<file path="src/rtl/legv8_pkg.sv">
// Shared LEGv8 control definitions: opcodes, FSM states, instruction classes,
// ALU operation selects and fault codes.
package legv8_pkg;

  localparam logic [10:0] OPC_LDUR = 11'b11111000010;
  localparam logic [10:0] OPC_STUR = 11'b11111000000;
  localparam logic [10:0] OPC_ADD  = 11'b10001011000;
  localparam logic [10:0] OPC_SUB  = 11'b11001011000;
  localparam logic [10:0] OPC_AND  = 11'b10001010000;
  localparam logic [10:0] OPC_ORR  = 11'b10101010000;
  localparam logic [7:0]  OPC_CBZ_PFX = 8'b10110100;
  localparam logic [5:0]  OPC_B_PFX   = 6'b000101;

  typedef enum logic [2:0] {
    ST_IDLE,
    ST_FETCH,
    ST_DECODE,
    ST_EXECUTE,
    ST_MEM,
    ST_WB,
    ST_FAULT
  } state_t;

  typedef enum logic [2:0] {
    CL_LOAD,
    CL_STORE,
    CL_RTYPE,
    CL_CBZ,
    CL_B,
    CL_ILLEGAL
  } opclass_t;

  localparam logic [1:0] ALU_ADD   = 2'b00;
  localparam logic [1:0] ALU_PASS  = 2'b01;
  localparam logic [1:0] ALU_FUNCT = 2'b10;

  localparam logic [1:0] FC_NONE    = 2'b00;
  localparam logic [1:0] FC_ILLEGAL = 2'b01;
  localparam logic [1:0] FC_IMEM_TO = 2'b10;
  localparam logic [1:0] FC_DMEM_TO = 2'b11;

  function automatic logic is_mem_class(input opclass_t c);
    return (c == CL_LOAD) || (c == CL_STORE);
  endfunction

endpackage

</file>
<file path="src/rtl/legv8_opclass_decode.sv">
// Combinational opcode (instruction[31:21]) to instruction-class decoder.
module legv8_opclass_decode
  import legv8_pkg::*;
(
  input  logic [10:0] i_opcode,
  output opclass_t    o_class
);

  always_comb begin
    o_class = CL_ILLEGAL;
    if (i_opcode == OPC_LDUR) begin
      o_class = CL_LOAD;
    end else if (i_opcode == OPC_STUR) begin
      o_class = CL_STORE;
    end else if ((i_opcode == OPC_ADD) || (i_opcode == OPC_SUB) ||
                 (i_opcode == OPC_AND) || (i_opcode == OPC_ORR)) begin
      o_class = CL_RTYPE;
    end else if (i_opcode[10:3] == OPC_CBZ_PFX) begin
      o_class = CL_CBZ;
    end else if (i_opcode[10:5] == OPC_B_PFX) begin
      o_class = CL_B;
    end
  end

endmodule

</file>
<file path="src/rtl/legv8_multicycle_ctrl.sv">
// Multi-cycle LEGv8 sequencer: FETCH/DECODE/EXECUTE/MEM/WB with memory
// handshakes, timeout detection, sticky fault state and a retire counter.
module legv8_multicycle_ctrl
  import legv8_pkg::*;
#(
  parameter int unsigned MEM_TIMEOUT = 16,
  parameter int unsigned CNT_W       = 32
) (
  input  logic             clk,
  input  logic             rst_n,
  input  logic             run,
  input  logic             clear_fault,
  input  logic [10:0]      opcode,
  input  logic             alu_zero,
  input  logic             imem_ready,
  input  logic             dmem_ready,
  output logic             imem_req,
  output logic             ir_write,
  output logic             reg2loc,
  output logic             alu_src,
  output logic [1:0]       alu_op,
  output logic             mem_to_reg,
  output logic             reg_write,
  output logic             dmem_read,
  output logic             dmem_write,
  output logic             pc_write,
  output logic             pc_src,
  output logic             retired,
  output logic [CNT_W-1:0] instr_count,
  output logic             fault,
  output logic [1:0]       fault_code
);

  localparam logic [7:0] WAIT_LAST = 8'(MEM_TIMEOUT - 1);

  state_t           r_state;
  opclass_t         r_class;
  opclass_t         w_class;
  logic [7:0]       r_wait;
  logic [CNT_W-1:0] r_count;
  logic [1:0]       r_fcode;
  logic             w_ls;

  legv8_opclass_decode u_opclass_decode (
    .i_opcode (opcode),
    .o_class  (w_class)
  );

  assign w_ls        = is_mem_class(r_class);
  assign instr_count = r_count;
  assign fault_code  = r_fcode;

  // Strobes are decoded from the registered state; only the handshake and
  // CBZ condition inputs feed through combinationally.
  always_comb begin
    imem_req   = 1'b0;
    ir_write   = 1'b0;
    reg2loc    = 1'b0;
    alu_src    = 1'b0;
    alu_op     = ALU_ADD;
    mem_to_reg = 1'b0;
    reg_write  = 1'b0;
    dmem_read  = 1'b0;
    dmem_write = 1'b0;
    pc_write   = 1'b0;
    pc_src     = 1'b0;
    fault      = 1'b0;
    case (r_state)
      ST_FETCH: begin
        imem_req = 1'b1;
        ir_write = imem_ready;
      end
      ST_DECODE: reg2loc = w_ls;
      ST_EXECUTE: begin
        reg2loc = w_ls;
        alu_src = w_ls;
        if (w_ls)                     alu_op = ALU_ADD;
        else if (r_class == CL_RTYPE) alu_op = ALU_FUNCT;
        else                          alu_op = ALU_PASS;
        if (r_class == CL_B) begin
          pc_write = 1'b1;
          pc_src   = 1'b1;
        end else if (r_class == CL_CBZ) begin
          pc_write = 1'b1;
          pc_src   = alu_zero;
        end
      end
      ST_MEM: begin
        reg2loc    = w_ls;
        alu_src    = w_ls;
        alu_op     = ALU_ADD;
        dmem_read  = (r_class == CL_LOAD);
        dmem_write = (r_class == CL_STORE);
        pc_write   = (r_class == CL_STORE) && dmem_ready;
      end
      ST_WB: begin
        reg2loc    = w_ls;
        alu_op     = (r_class == CL_RTYPE) ? ALU_FUNCT : ALU_ADD;
        reg_write  = 1'b1;
        mem_to_reg = (r_class == CL_LOAD);
        pc_write   = 1'b1;
      end
      ST_FAULT: fault = 1'b1;
      default: ;
    endcase
    retired = pc_write;
  end

  always_ff @(posedge clk or negedge rst_n) begin
    if (!rst_n) begin
      r_state <= ST_IDLE;
      r_class <= CL_ILLEGAL;
      r_wait  <= '0;
      r_count <= '0;
      r_fcode <= FC_NONE;
    end else begin
      if (ir_write) r_class <= w_class;
      if (retired)  r_count <= r_count + 1'b1;
      // Counter clears by default; only a state that keeps waiting advances it.
      r_wait <= '0;
      case (r_state)
        ST_IDLE: if (run) r_state <= ST_FETCH;
        ST_FETCH: begin
          if (imem_ready) begin
            r_state <= ST_DECODE;
          end else if (r_wait == WAIT_LAST) begin
            r_state <= ST_FAULT;
            r_fcode <= FC_IMEM_TO;
          end else begin
            r_wait <= r_wait + 8'd1;
          end
        end
        ST_DECODE: begin
          if (r_class == CL_ILLEGAL) begin
            r_state <= ST_FAULT;
            r_fcode <= FC_ILLEGAL;
          end else begin
            r_state <= ST_EXECUTE;
          end
        end
        ST_EXECUTE: begin
          if ((r_class == CL_B) || (r_class == CL_CBZ)) r_state <= run ? ST_FETCH : ST_IDLE;
          else if (r_class == CL_RTYPE)                 r_state <= ST_WB;
          else                                          r_state <= ST_MEM;
        end
        ST_MEM: begin
          if (dmem_ready) begin
            if (r_class == CL_STORE) r_state <= run ? ST_FETCH : ST_IDLE;
            else                     r_state <= ST_WB;
          end else if (r_wait == WAIT_LAST) begin
            r_state <= ST_FAULT;
            r_fcode <= FC_DMEM_TO;
          end else begin
            r_wait <= r_wait + 8'd1;
          end
        end
        ST_WB: r_state <= run ? ST_FETCH : ST_IDLE;
        ST_FAULT: begin
          if (clear_fault) begin
            r_state <= ST_IDLE;
            r_fcode <= FC_NONE;
          end
        end
        default: r_state <= ST_IDLE;
      endcase
    end
  end

endmodule

</file>
<file path="config.mk">
export PLATFORM = sky130hd
export DESIGN_NAME = legv8_multicycle_ctrl
export DESIGN_NICKNAME = d
export VERILOG_FILES = /design/src/rtl/legv8_pkg.sv /design/src/rtl/legv8_opclass_decode.sv /design/src/rtl/legv8_multicycle_ctrl.sv
export SDC_FILE = /design/constraint.sdc
export NUM_CORES = 1
export LEC_CHECK = 0
export CORE_MARGIN = 4
export CORE_UTILIZATION = 47
export CTS_BUF_LIST = sky130_fd_sc_hd__clkbuf_8
export DETAILED_ROUTE_END_ITERATION = 10
export GPL_TIMING_DRIVEN = 0
export MAX_ROUTING_LAYER = met4
export PLACE_DENSITY = 0.79
export SLEW_MARGIN = 10
export SYNTH_ARGS = -nofsm -noshare
export SYNTH_HDL_FRONTEND = slang
export SYNTH_SLANG_ARGS = --single-unit
</file>
<file path="constraint.sdc">
create_clock -name clk -period 2.6 [get_ports clk]
set_input_delay 0.65 -clock clk [delete_from_list [all_inputs] [get_ports clk]]
set_output_delay 0.65 -clock clk [all_outputs]
set_load 0.02 [all_outputs]
</file>
==> results of run 1 <==
logic make-up (layout without fill, tap and decap cells):
| kind of cell | Yosys count | count (layout) | share of synthesized area |
|---|---|---|---|
| simple gates | 137 | 137 | 0.2802 |
| flops | 48 | 48 | 0.4327 |
| compound gates | 41 | 41 | 0.1089 |
| xor+xnor | 36 | 36 | 0.1134 |
| buf+inv | 21 | 100 | 0.03554 |
| fa+ha+maj | 4 | 4 | 0.01799 |
| mux | 3 | 3 | 0.01125 |
registers in the layout, summed over array words and instances (netlist names):
signal and cells:
fault_code 2, instr_count 32, r_class 3, r_state 3
r_wait 8
cell type report:
| type | instances | area, µm² |
|---|---|---|
| timing repair buffer | 73 | 696.9 |
| clock inverter | 2 | 8.758 |
| fill | 473 | 1906 |
| tap | 72 | 90.09 |
| inverter | 9 | 36.28 |
| multi-input combinational | 221 | 1519 |
| buffer | 11 | 76.32 |
| clock buffer | 5 | 68.82 |
| sequential | 48 | 1206 |
cell usage in the layout, fill, tap and decap left out, types with 3 or more instances in the layout:
| cell | n |
|---|---|
| a21o_1 | 4 |
| a21oi_1 | 13 |
| a31oi_1 | 3 |
| and2_1 | 6 |
| and3_1 | 12 |
| and4_1 | 4 |
| buf_4 | 10 |
| clkbuf_1 | 4 |
| clkbuf_2 | 3 |
| clkbuf_8 | 6 |
| clkdlybuf4s50_1 | 51 |
| dfrtp_1 | 44 |
| dlygate4sd2_1 | 9 |
| ha_1 | 3 |
| inv_1 | 8 |
| nand2_1 | 22 |
| nand2b_1 | 4 |
| nand3_1 | 12 |
| nand3b_1 | 3 |
| nand4_1 | 19 |
| nor2_1 | 28 |
| nor2b_1 | 3 |
| nor3_1 | 5 |
| nor4_1 | 4 |
| o21ai_0 | 8 |
| xnor2_1 | 32 |
| xor2_1 | 4 |
where the power goes:
group,internal [mW],switching (mW),total (mW)
registers,0.850,0.114,0.964
logic,0.542,0.686,1.23
clock network,0.179,0.231,0.411
through the flow:
stage,hold slack (ps),area (µm²),util
2_1_floorplan,354.4,2781,-
3_3_place_gp,440.9,3522,0.6281
3_5_place_dp,451.5,3537,0.6307
4_1_cts,296.8,3706,0.6609
5_1_grt,318.0,3702,0.6602
6_report,287.2,3702,0.6602
what timing repair did:
action                                  in CTS  in global routing
gates cloned                                 0                  0
setup buffers                                6                  1
endpoints found under the hold margin        0                  0
endpoints found under the setup margin      13                  5
resized for setup                           35                  8
pin swaps                                    1                  1
worst register-to-register path: cells and delay by family (launching register included):
kind                     cells  cell delay, ps
XOR/XNOR                     1             160
AO/OA/AOI/OAI                1             490
adder cells (fa/ha/maj)      1             170
buffers and inverters        2             280
flip-flops                   1             430
AND/OR/NAND/NOR              2             320
routing by layer:
layer | vias to the layer above | part of all wire
met5 | - | 0
li1 | 1189 | -
met2 | 51 | 0.48
met1 | 1177 | 0.47
met3 | 14 | 0.033
met4 | 0 | 0.021
worst max path at each step:
stage | startpoint | to | slack (ps) | cells after the start
CTS | r_class[2] | retired | -110 | 6
detailed placement | r_state[1] | retired | -750 | 8
global placement | r_state[1] | retired | -680 | 8
floorplan | r_state[1] | retired | 60 | 7
global route | r_state[1] | retired | -60 | 8
finish | r_class[2] | retired | 10 | 6
==> results.ini, run 1 <==
[place]
hpwl_um=5030
place_inst=428
gp_congestion=0.9412
port_buffers=65
post-place-ws_ps=-751.9

[worst_setup_path]
r2r_start=r_state[1]
worstSetupEndpointType=output port
worstPathMaxFanout=5
cp.arrival_ps=1940
slowest_delay_ps=570
crit_type=register to output port
reg2regPathDepth=7
cp_slowest_cell=dfstp_2
required_ps=1950
worst_setup_path_start_kind=register
crit_buf_inv=3
critPathMostFrequentCell=buf_4
path_delay_family=flip-flops
reg2reg_slack_ps=640
path_cells=and3b_2 -> o21ai_4 -> a22oi_2 -> buf_6 -> buf_4 -> buf_4
r2r_end=instr_count[18]

[logic_synthesis]
synth_top_area_cell=dfrtp_1
yosys_warnings=0
synthArstFlopShare=1.000
synth_top_cell_area_share=0.4139
avgSynthCellArea_um2=9.591
synth_top_cells_by_count=dfrtp_1 (46), xnor2_1 (32), nor2_1 (28)
postSynth.topFlopCell=dfrtp_1
ys_types=51
ys_seq_area_frac=0.4327
ys_top_cells_by_area=dfrtp_1 (41%), xnor2_1 (10%), nand4_1 (4.3%)
syn-cell-area_um2=2781
synth_most_common_cell=dfrtp_1
netlist_instances=290
synth_edf_count=0
ys_seq_elements=48
syn_nets=312

[sta]
setup_viol=0
fmax_mhz=386.2
fin_crit_ps=2589
finalHoldViolCount=0
fin_crit_sh=0.9959
tns_ps=0
relSlewSlack=0.6625
rsz0062_at_grt=yes
drv_slew=0
tightest_slew_ps=504.4
fin_skew_ps=10.45
fin_ws_ps=10.68

[route]
routed_wl_um=6717
drt_drc_violations_left=0
postRouteAntennaNets=0
wl_per_cell_um=15.23
vias=2431
drtIter0Drc=184
drt_first_pass_iters=4
via_per_inst=5.512

[power]
power_leakage_nw=1.590
power.total_mw=2.603
power_density_nw_per_um2=703.0
worst_ir_drop_vdd_v=0.0005310

[final_layout]
stdcell_count=441
n_antenna_cell=0
layout-drive-gt1-share=0.1192
final_net_count=391
syn_to_final_growth_pct=33.11

[global_routing]
antenna_found_initial=0
use_met1=0.2621
grt_pass1_vias=2414
grt_pass1_wl_um=11510
groute.usage.overall=0.1992
overflow=0
grt.busiest_layer=met2
grt_util_met3=0.03689
grt_max_degree=31
met2_usage=0.3110

[cts]
cts_hold_repair.buffers=0
cts_tree=yes
clkTransAtPathRegs_ps=80
cts_root_buffer=clkbuf_8
clockBufferDepth=2
cts.sinks=48
clock_latency_ps=300
cts-buffers-inserted=5
cts_max_level=2

[floorplan]
io_pins=66
initial_core_util=0.4960
coreArea_um2=5608
rows=27
fp.dieH_um=84.93
die_w_um=84.93
die-area_um2=7212

[run_status]
outcome=completed

[min_path]
hold_class=input pin to asynchronous set/reset pin

[job]
cap_violations=0

Power figures use the tool's default switching activity.
==> run 2: changes to the inputs <==
CTS_CLUSTER_SIZE = 20   (was not set)
==> results of run 2 <==
Final layout, timing and power as in run 1 (identical DEF).
